<file path="src/rtl/cpu_ctrl_pkg.sv">
// Shared definitions for the fetch/exception control sequencer.
// State, opcode/funct, class, cause and datapath-select codes.
package cpu_ctrl_pkg;

  typedef enum logic [2:0] {
    ST_RESET     = 3'd0,
    ST_FETCH     = 3'd1,
    ST_DECODE    = 3'd2,
    ST_DISPATCH  = 3'd3,
    ST_WAIT      = 3'd4,
    ST_EXCEPTION = 3'd5
  } state_t;

  localparam logic [5:0] OP_RTYPE = 6'h00;
  localparam logic [5:0] OP_ADDI  = 6'h08;
  localparam logic [5:0] OP_BEQ   = 6'h04;
  localparam logic [5:0] OP_BNE   = 6'h05;
  localparam logic [5:0] OP_SLLM  = 6'h01;
  localparam logic [5:0] OP_LB    = 6'h20;
  localparam logic [5:0] OP_LUI   = 6'h0f;
  localparam logic [5:0] OP_LW    = 6'h23;
  localparam logic [5:0] OP_SB    = 6'h28;
  localparam logic [5:0] OP_SW    = 6'h2b;
  localparam logic [5:0] OP_J     = 6'h02;
  localparam logic [5:0] OP_JAL   = 6'h03;

  localparam logic [5:0] FN_ADD  = 6'h20;
  localparam logic [5:0] FN_AND  = 6'h24;
  localparam logic [5:0] FN_DIV  = 6'h1a;
  localparam logic [5:0] FN_MULT = 6'h18;
  localparam logic [5:0] FN_JR   = 6'h08;
  localparam logic [5:0] FN_MFHI = 6'h10;
  localparam logic [5:0] FN_MFLO = 6'h12;
  localparam logic [5:0] FN_SLL  = 6'h00;
  localparam logic [5:0] FN_SLT  = 6'h2a;
  localparam logic [5:0] FN_SRA  = 6'h03;
  localparam logic [5:0] FN_SUB  = 6'h22;
  localparam logic [5:0] FN_XCHG = 6'h05;

  localparam logic [4:0] CL_ADD     = 5'd0;
  localparam logic [4:0] CL_AND     = 5'd1;
  localparam logic [4:0] CL_DIV     = 5'd2;
  localparam logic [4:0] CL_MULT    = 5'd3;
  localparam logic [4:0] CL_JR      = 5'd4;
  localparam logic [4:0] CL_MFHI    = 5'd5;
  localparam logic [4:0] CL_MFLO    = 5'd6;
  localparam logic [4:0] CL_SLL     = 5'd7;
  localparam logic [4:0] CL_SLT     = 5'd8;
  localparam logic [4:0] CL_SRA     = 5'd9;
  localparam logic [4:0] CL_SUB     = 5'd10;
  localparam logic [4:0] CL_XCHG    = 5'd11;
  localparam logic [4:0] CL_ADDI    = 5'd12;
  localparam logic [4:0] CL_BEQ     = 5'd13;
  localparam logic [4:0] CL_BNE     = 5'd14;
  localparam logic [4:0] CL_SLLM    = 5'd15;
  localparam logic [4:0] CL_LB      = 5'd16;
  localparam logic [4:0] CL_LUI     = 5'd17;
  localparam logic [4:0] CL_LW      = 5'd18;
  localparam logic [4:0] CL_SB      = 5'd19;
  localparam logic [4:0] CL_SW      = 5'd20;
  localparam logic [4:0] CL_J       = 5'd21;
  localparam logic [4:0] CL_JAL     = 5'd22;
  localparam logic [4:0] CL_INVALID = 5'd31;

  // Cause codes double as the IorD vector-table select.
  typedef enum logic [2:0] {
    CAUSE_INVALID  = 3'b011,
    CAUSE_OVERFLOW = 3'b100,
    CAUSE_DIVZERO  = 3'b101
  } cause_t;

  localparam logic [2:0] IORD_PC     = 3'b000;
  localparam logic [1:0] SRCA_PC     = 2'b01;
  localparam logic [2:0] SRCB_FOUR   = 3'b001;
  localparam logic [2:0] SRCB_BRANCH = 3'b100;
  localparam logic [1:0] ALUOP_ADD   = 2'b00;
  localparam logic [1:0] ALUOP_SUB   = 2'b01;
  localparam logic [1:0] PCSRC_EXC   = 2'b11;

  typedef struct packed {
    logic       pc_write;
    logic       ir_write;
    logic       mem_read;
    logic       control_a;
    logic       control_b;
    logic       alu_out;
    logic       epc_write;
    logic       cont_or_excep;
    logic       exec_start;
    logic       rst_out;
    logic [1:0] alu_op;
    logic [1:0] alu_src_a;
    logic [2:0] alu_src_b;
    logic [2:0] iord;
    logic [1:0] pc_source;
  } ctrl_t;

  localparam ctrl_t CTRL_RESET = '{rst_out: 1'b1, default: '0};

endpackage

</file>
<file path="src/rtl/instr_decoder.sv">
// Combinational opcode/funct to instruction-class map.
// Anything not listed decodes to the invalid class.
module instr_decoder
  import cpu_ctrl_pkg::*;
(
  input  logic [5:0] opcode,
  input  logic [5:0] funct,
  output logic [4:0] op_class
);

  // R-type selects on funct, everything else on opcode
  always_comb begin
    op_class = CL_INVALID;
    if (opcode == OP_RTYPE) begin
      unique case (funct)
        FN_ADD:  op_class = CL_ADD;
        FN_AND:  op_class = CL_AND;
        FN_DIV:  op_class = CL_DIV;
        FN_MULT: op_class = CL_MULT;
        FN_JR:   op_class = CL_JR;
        FN_MFHI: op_class = CL_MFHI;
        FN_MFLO: op_class = CL_MFLO;
        FN_SLL:  op_class = CL_SLL;
        FN_SLT:  op_class = CL_SLT;
        FN_SRA:  op_class = CL_SRA;
        FN_SUB:  op_class = CL_SUB;
        FN_XCHG: op_class = CL_XCHG;
        default: op_class = CL_INVALID;
      endcase
    end else begin
      unique case (opcode)
        OP_ADDI: op_class = CL_ADDI;
        OP_BEQ:  op_class = CL_BEQ;
        OP_BNE:  op_class = CL_BNE;
        OP_SLLM: op_class = CL_SLLM;
        OP_LB:   op_class = CL_LB;
        OP_LUI:  op_class = CL_LUI;
        OP_LW:   op_class = CL_LW;
        OP_SB:   op_class = CL_SB;
        OP_SW:   op_class = CL_SW;
        OP_J:    op_class = CL_J;
        OP_JAL:  op_class = CL_JAL;
        default: op_class = CL_INVALID;
      endcase
    end
  end

endmodule

</file>
<file path="src/rtl/fetch_exc_sequencer.sv">
// Fetch/decode/dispatch sequencer with exception vectoring.
// All outputs are registered from the next-state decode.
module fetch_exc_sequencer
  import cpu_ctrl_pkg::*;
#(
  parameter int MEM_LAT = 3,
  parameter int EXC_LAT = 3
) (
  input  logic       clk,
  input  logic       reset,
  input  logic [5:0] opcode,
  input  logic [5:0] funct,
  input  logic       exec_done,
  input  logic       OverflowException,
  input  logic       ZeroException,
  output logic       PCWrite,
  output logic       IRWrite,
  output logic       MemRead,
  output logic       ControlA,
  output logic       ControlB,
  output logic       ALUOut,
  output logic       EPCWrite,
  output logic       ContOrExcep,
  output logic       exec_start,
  output logic       rst_out,
  output logic [1:0] ALUOp,
  output logic [1:0] ALUSrcA,
  output logic [2:0] ALUSrcB,
  output logic [2:0] IorD,
  output logic [1:0] PCSource,
  output logic [4:0] op_class
);

  localparam logic [3:0] MEM_LAST = 4'(MEM_LAT - 1);
  localparam logic [3:0] EXC_LAST = 4'(EXC_LAT - 1);

  state_t     state, state_n;
  logic [3:0] cnt, cnt_n;
  cause_t     cause, cause_n;
  logic [4:0] cls, cls_n, dec_class;
  ctrl_t      ctrl, ctrl_n;

  instr_decoder u_dec (
    .opcode   (opcode),
    .funct    (funct),
    .op_class (dec_class)
  );

  // Next state, counter, latched class and latched cause
  always_comb begin
    state_n = state;
    cnt_n   = 4'd0;
    cause_n = cause;
    cls_n   = cls;
    unique case (state)
      ST_RESET: state_n = ST_FETCH;
      ST_FETCH: begin
        if (cnt == MEM_LAST) state_n = ST_DECODE;
        else cnt_n = cnt + 4'd1;
      end
      ST_DECODE: begin
        state_n = ST_DISPATCH;
        cls_n   = dec_class;
        if (dec_class == CL_INVALID)
          cause_n = CAUSE_INVALID;
      end
      ST_DISPATCH: begin
        if (cls == CL_INVALID) state_n = ST_EXCEPTION;
        else state_n = ST_WAIT;
      end
      ST_WAIT: begin
        if (ZeroException) begin
          state_n = ST_EXCEPTION;
          cause_n = CAUSE_DIVZERO;
        end else if (OverflowException) begin
          state_n = ST_EXCEPTION;
          cause_n = CAUSE_OVERFLOW;
        end else if (exec_done) begin
          state_n = ST_FETCH;
        end
      end
      ST_EXCEPTION: begin
        if (cnt == EXC_LAST) state_n = ST_FETCH;
        else cnt_n = cnt + 4'd1;
      end
      default: state_n = ST_RESET;
    endcase
  end

  // Control word for the cycle being entered
  always_comb begin
    ctrl_n = '0;
    unique case (state_n)
      ST_RESET: ctrl_n.rst_out = 1'b1;
      ST_FETCH: begin
        ctrl_n.mem_read  = 1'b1;
        ctrl_n.iord      = IORD_PC;
        ctrl_n.alu_src_a = SRCA_PC;
        ctrl_n.alu_src_b = SRCB_FOUR;
        ctrl_n.alu_op    = ALUOP_ADD;
        if (cnt_n == MEM_LAST) begin
          ctrl_n.pc_write = 1'b1;
          ctrl_n.ir_write = 1'b1;
        end
      end
      ST_DECODE: begin
        ctrl_n.control_a = 1'b1;
        ctrl_n.control_b = 1'b1;
        ctrl_n.alu_out   = 1'b1;
        ctrl_n.alu_src_a = SRCA_PC;
        ctrl_n.alu_src_b = SRCB_BRANCH;
        ctrl_n.alu_op    = ALUOP_ADD;
      end
      ST_DISPATCH:
        ctrl_n.exec_start = (cls_n != CL_INVALID);
      ST_EXCEPTION: begin
        ctrl_n.mem_read = 1'b1;
        ctrl_n.iord     = cause_n;
        if (cnt_n == 4'd0) begin
          ctrl_n.epc_write = 1'b1;
          ctrl_n.alu_src_a = SRCA_PC;
          ctrl_n.alu_src_b = SRCB_FOUR;
          ctrl_n.alu_op    = ALUOP_SUB;
        end
        if (cnt_n == EXC_LAST) begin
          ctrl_n.cont_or_excep = 1'b1;
          ctrl_n.pc_source     = PCSRC_EXC;
          ctrl_n.pc_write      = 1'b1;
        end
      end
      default: ctrl_n = '0;
    endcase
  end

  // State and registered outputs; reset wins over everything
  always_ff @(posedge clk) begin
    if (reset) begin
      state <= ST_RESET;
      cnt   <= 4'd0;
      cause <= CAUSE_INVALID;
      cls   <= CL_ADD;
      ctrl  <= CTRL_RESET;
    end else begin
      state <= state_n;
      cnt   <= cnt_n;
      cause <= cause_n;
      cls   <= cls_n;
      ctrl  <= ctrl_n;
    end
  end

  assign PCWrite     = ctrl.pc_write;
  assign IRWrite     = ctrl.ir_write;
  assign MemRead     = ctrl.mem_read;
  assign ControlA    = ctrl.control_a;
  assign ControlB    = ctrl.control_b;
  assign ALUOut      = ctrl.alu_out;
  assign EPCWrite    = ctrl.epc_write;
  assign ContOrExcep = ctrl.cont_or_excep;
  assign exec_start  = ctrl.exec_start;
  assign rst_out     = ctrl.rst_out;
  assign ALUOp       = ctrl.alu_op;
  assign ALUSrcA     = ctrl.alu_src_a;
  assign ALUSrcB     = ctrl.alu_src_b;
  assign IorD        = ctrl.iord;
  assign PCSource    = ctrl.pc_source;
  assign op_class    = cls;

endmodule
</file>
<file path="config.mk">
export PLATFORM = sky130hd
export DESIGN_NAME = fetch_exc_sequencer
export DESIGN_NICKNAME = d
export VERILOG_FILES = /design/src/rtl/cpu_ctrl_pkg.sv /design/src/rtl/instr_decoder.sv /design/src/rtl/fetch_exc_sequencer.sv
export SDC_FILE = /design/constraint.sdc
export NUM_CORES = 1
export LEC_CHECK = 0
export BUFFER_PORTS_ARGS = -buffer_cell sky130_fd_sc_hd__clkbuf_2
export CAP_MARGIN = 20
export CELL_PAD_IN_SITES_DETAIL_PLACEMENT = 0
export CELL_PAD_IN_SITES_GLOBAL_PLACEMENT = 1
export CORE_MARGIN = 2
export CORE_UTILIZATION = 35
export CTS_BUF_LIST = sky130_fd_sc_hd__clkbuf_4 sky130_fd_sc_hd__clkbuf_8
export DETAILED_ROUTE_END_ITERATION = 12
export GPL_ROUTABILITY_DRIVEN = 0
export PLACE_DENSITY = 0.77
export REMOVE_ABC_BUFFERS = 1
export SYNTH_ARGS = -nofsm -noshare
export SYNTH_HDL_FRONTEND = slang
export SYNTH_SLANG_ARGS = --single-unit
</file>
<file path="constraint.sdc">
create_clock -name clk -period 6.2 [get_ports clk]
set_input_delay 1.24 -clock clk [delete_from_list [all_inputs] [get_ports clk]]
set_output_delay 1.24 -clock clk [all_outputs]
set_load 0.05 [all_outputs]
</file>
==> reports/metrics.yaml <==
crit_arrival_ns: 3.03
critPathMaxStageDelay_ns: 0.69
grt_antenna_before_repair: 0
finalSetupViolCount: 0
cp_data_required_time_ns: 6.38
rows: 24
fin_cells: 284
post_cts_buffers: 0
drive_gt1_share_pct: 24.6
cp-start-kind: "input pin"
status: "finished clean"
syn_inst: 199
synthFlopType: "dfxtp_1"
finalHoldViolations: 0
dp_cells: 276
synth.distinct_cells: 51
dieArea_um2: 5230
placed_area_um2: 1810
crit_chain: "clkbuf_2 -> inv_1 -> a2111oi_1 -> o21ai_2 -> o31ai_4 -> nor2_1 -> a311oi_2"
post-route-period-util_pct: 46.0
dr.first_iter.drc_count: 39
synth-edff-count: 0
grt_max_degree: 13
diodes: 0
grt_setup_unrepaired: "no"
whs_ns: 0.454
cts_buffers: 5
fp.dieW_um: 72.3
crit_family: "compound AO/OA/AOI/OAI gates"
powerDensity_nw_per_um2: 220
grt_usage_pct: 13.9
finalCriticalPeriod_ns: 2.85
initial_core_util_pct: 37.0
ys_warn_count: 0
dp_slack_ns: 3.07
ant_nets: 0
vdd_ir_drop_max_uv: 127
fin_nets: 250
ios: 44
grt_pass1_vias: 1220
drv_slew: 0
via_count: 1413
finalWirelength_um: 3350
root_buffer: "clkbuf_8"
min_path_type: "reg2reg"
worst_pin_slew_ns: 0.705
regToRegSetupSlack_ns: 4.09
path_buf_inv: 2
finalSetupTns_ns: 0
dp_hpwl_um: 2540
fin_area_um2: 1900
ys_ff_latch: 30
htreeDepth: 2
crit_path_max_fanout: 8
hold_buffers: 0
drt-wirelength-per-cell_um: 11.8
total_power_mw: 0.419
cts_buffer_depth: 2
final_cell_mix: "clkbuf_2 (40), dfxtp_1 (30), nor2_1 (27)"
cts_sinks: 30
max-cap-violations: 0
final_core_util_pct: 43.1
endpoint_kind: "flip-flop"
viasPerCell: 4.98
crit_slowest_cell: "a2111oi_1"
synthToLayoutAreaGrowth_pct: 16.6
cts.repair.resized: 0
grt_overflow_total: 0
n_fill_cell: 471
slew_headroom_pct: 52.9
syn_area_um2: 1630
synth-async-reset-ratio_pct: 0
skew_ns: 0.00275
dr.pass1.iters: 4
cts_tree: "done"
die_y_um: 72.3
syn_area_per_cell_um2: 8.21
final_common_cell: "clkbuf_2"
port_buffers: 40
remaining_drc_errors: 0
fin_ws_ns: 3.35
clock_latency_ns: 0.27
grt_first_pass_wirelength_um: 5640
core-area_um2: 4410
clk_pin_slew_ns: 0.06
ys_seq_area_share_pct: 36.8
critPathKind: "in2reg"
fmax_mhz: 351
p_leak_nw: 0.810
[power by group]
part	internal, mW	switching, mW
Combinational	0.0195	0.0395
Sequential	0.197	0.00312
Clock	0.0937	0.0664
Total	0.310	0.109
[layer usage]
metal  track usage, %  vias up  wire length, µm
met5                0        -                0
li1                 -      754                -
met2             18.7       34             1420
met1             20.2      616             1700
met4             7.13        0               65
met3             3.89        9              162
[final timing paths]
kind	depth (start not counted)	from	end
max	7	funct[4]	exec_start
min	2	cause[1]	cause[1]
max reg2reg	7	cnt[1]	exec_start
min reg2reg	2	cause[1]	cause[1]
[cell usage after synthesis, types with 2 or more instances]
library cell  instances  area share, %
o21a_1                2           0.92
a31oi_1               5            1.9
or3_1                 2           0.77
nor3b_1               4            1.8
xnor2_1               5            2.7
mux2_2                2            1.4
nand2b_1              5            1.9
nor2_1               27            6.2
o211ai_1              2           0.92
nor4_1                2           0.77
clkbuf_1              6            1.4
inv_1                 6            1.4
nand2_1              13            3.0
dfxtp_1              30             37
and2_1                5            1.9
ha_1                  2            1.5
and3_1                5            1.9
a22oi_1               2           0.92
nor2b_1               6            2.3
buf_4                 8            3.7
buf_2                 3           0.92
a21oi_1              11            3.4
a21o_1                3            1.4
nand3_1               3           0.92
o21ai_0               9            2.8
nor3_1                6            1.8
[logic make-up after synthesis]
group | synth area share (%)
fa+ha+maj | 1.53
buf+inv | 7.36
xor+xnor | 3.22
compound gates | 18.8
other cells | 0.230
simple gates | 30.1
flops | 36.8
mux | 1.99
[worst register-to-register path: cells and delay by family, from the launching register on]
kind,cells,cell delay (ns)
mux,1,0.27
flops,1,0.41
fa+ha+maj,1,0.20
compound gates,1,0.25
simple gates,3,0.79
buf+inv,1,0.10
[registers in the layout, summed over array words and instances (netlist names)]
register and count:
op_class 5, cnt 4, IorD 3, cause 3, state 3, ALUSrcB 2
ALUOp 1, ALUSrcA 1, ControlA 1, EPCWrite 1, IRWrite 1, MemRead 1
PCSource 1, PCWrite 1, exec_start 1, rst_out 1
[layout make-up]
class	instances	area (µm²)	share of cell area [%]
clock buffer	7	90.1	4.73
clock inverter	1	5.00	0.263
inverter	6	22.5	1.18
multi-input combinational	148	920	48.3
sequential	30	601	31.6
tap	52	65.1	3.42
timing repair buffer	40	200	10.5
No activity file was read; power rests on OpenSTA's default activity.
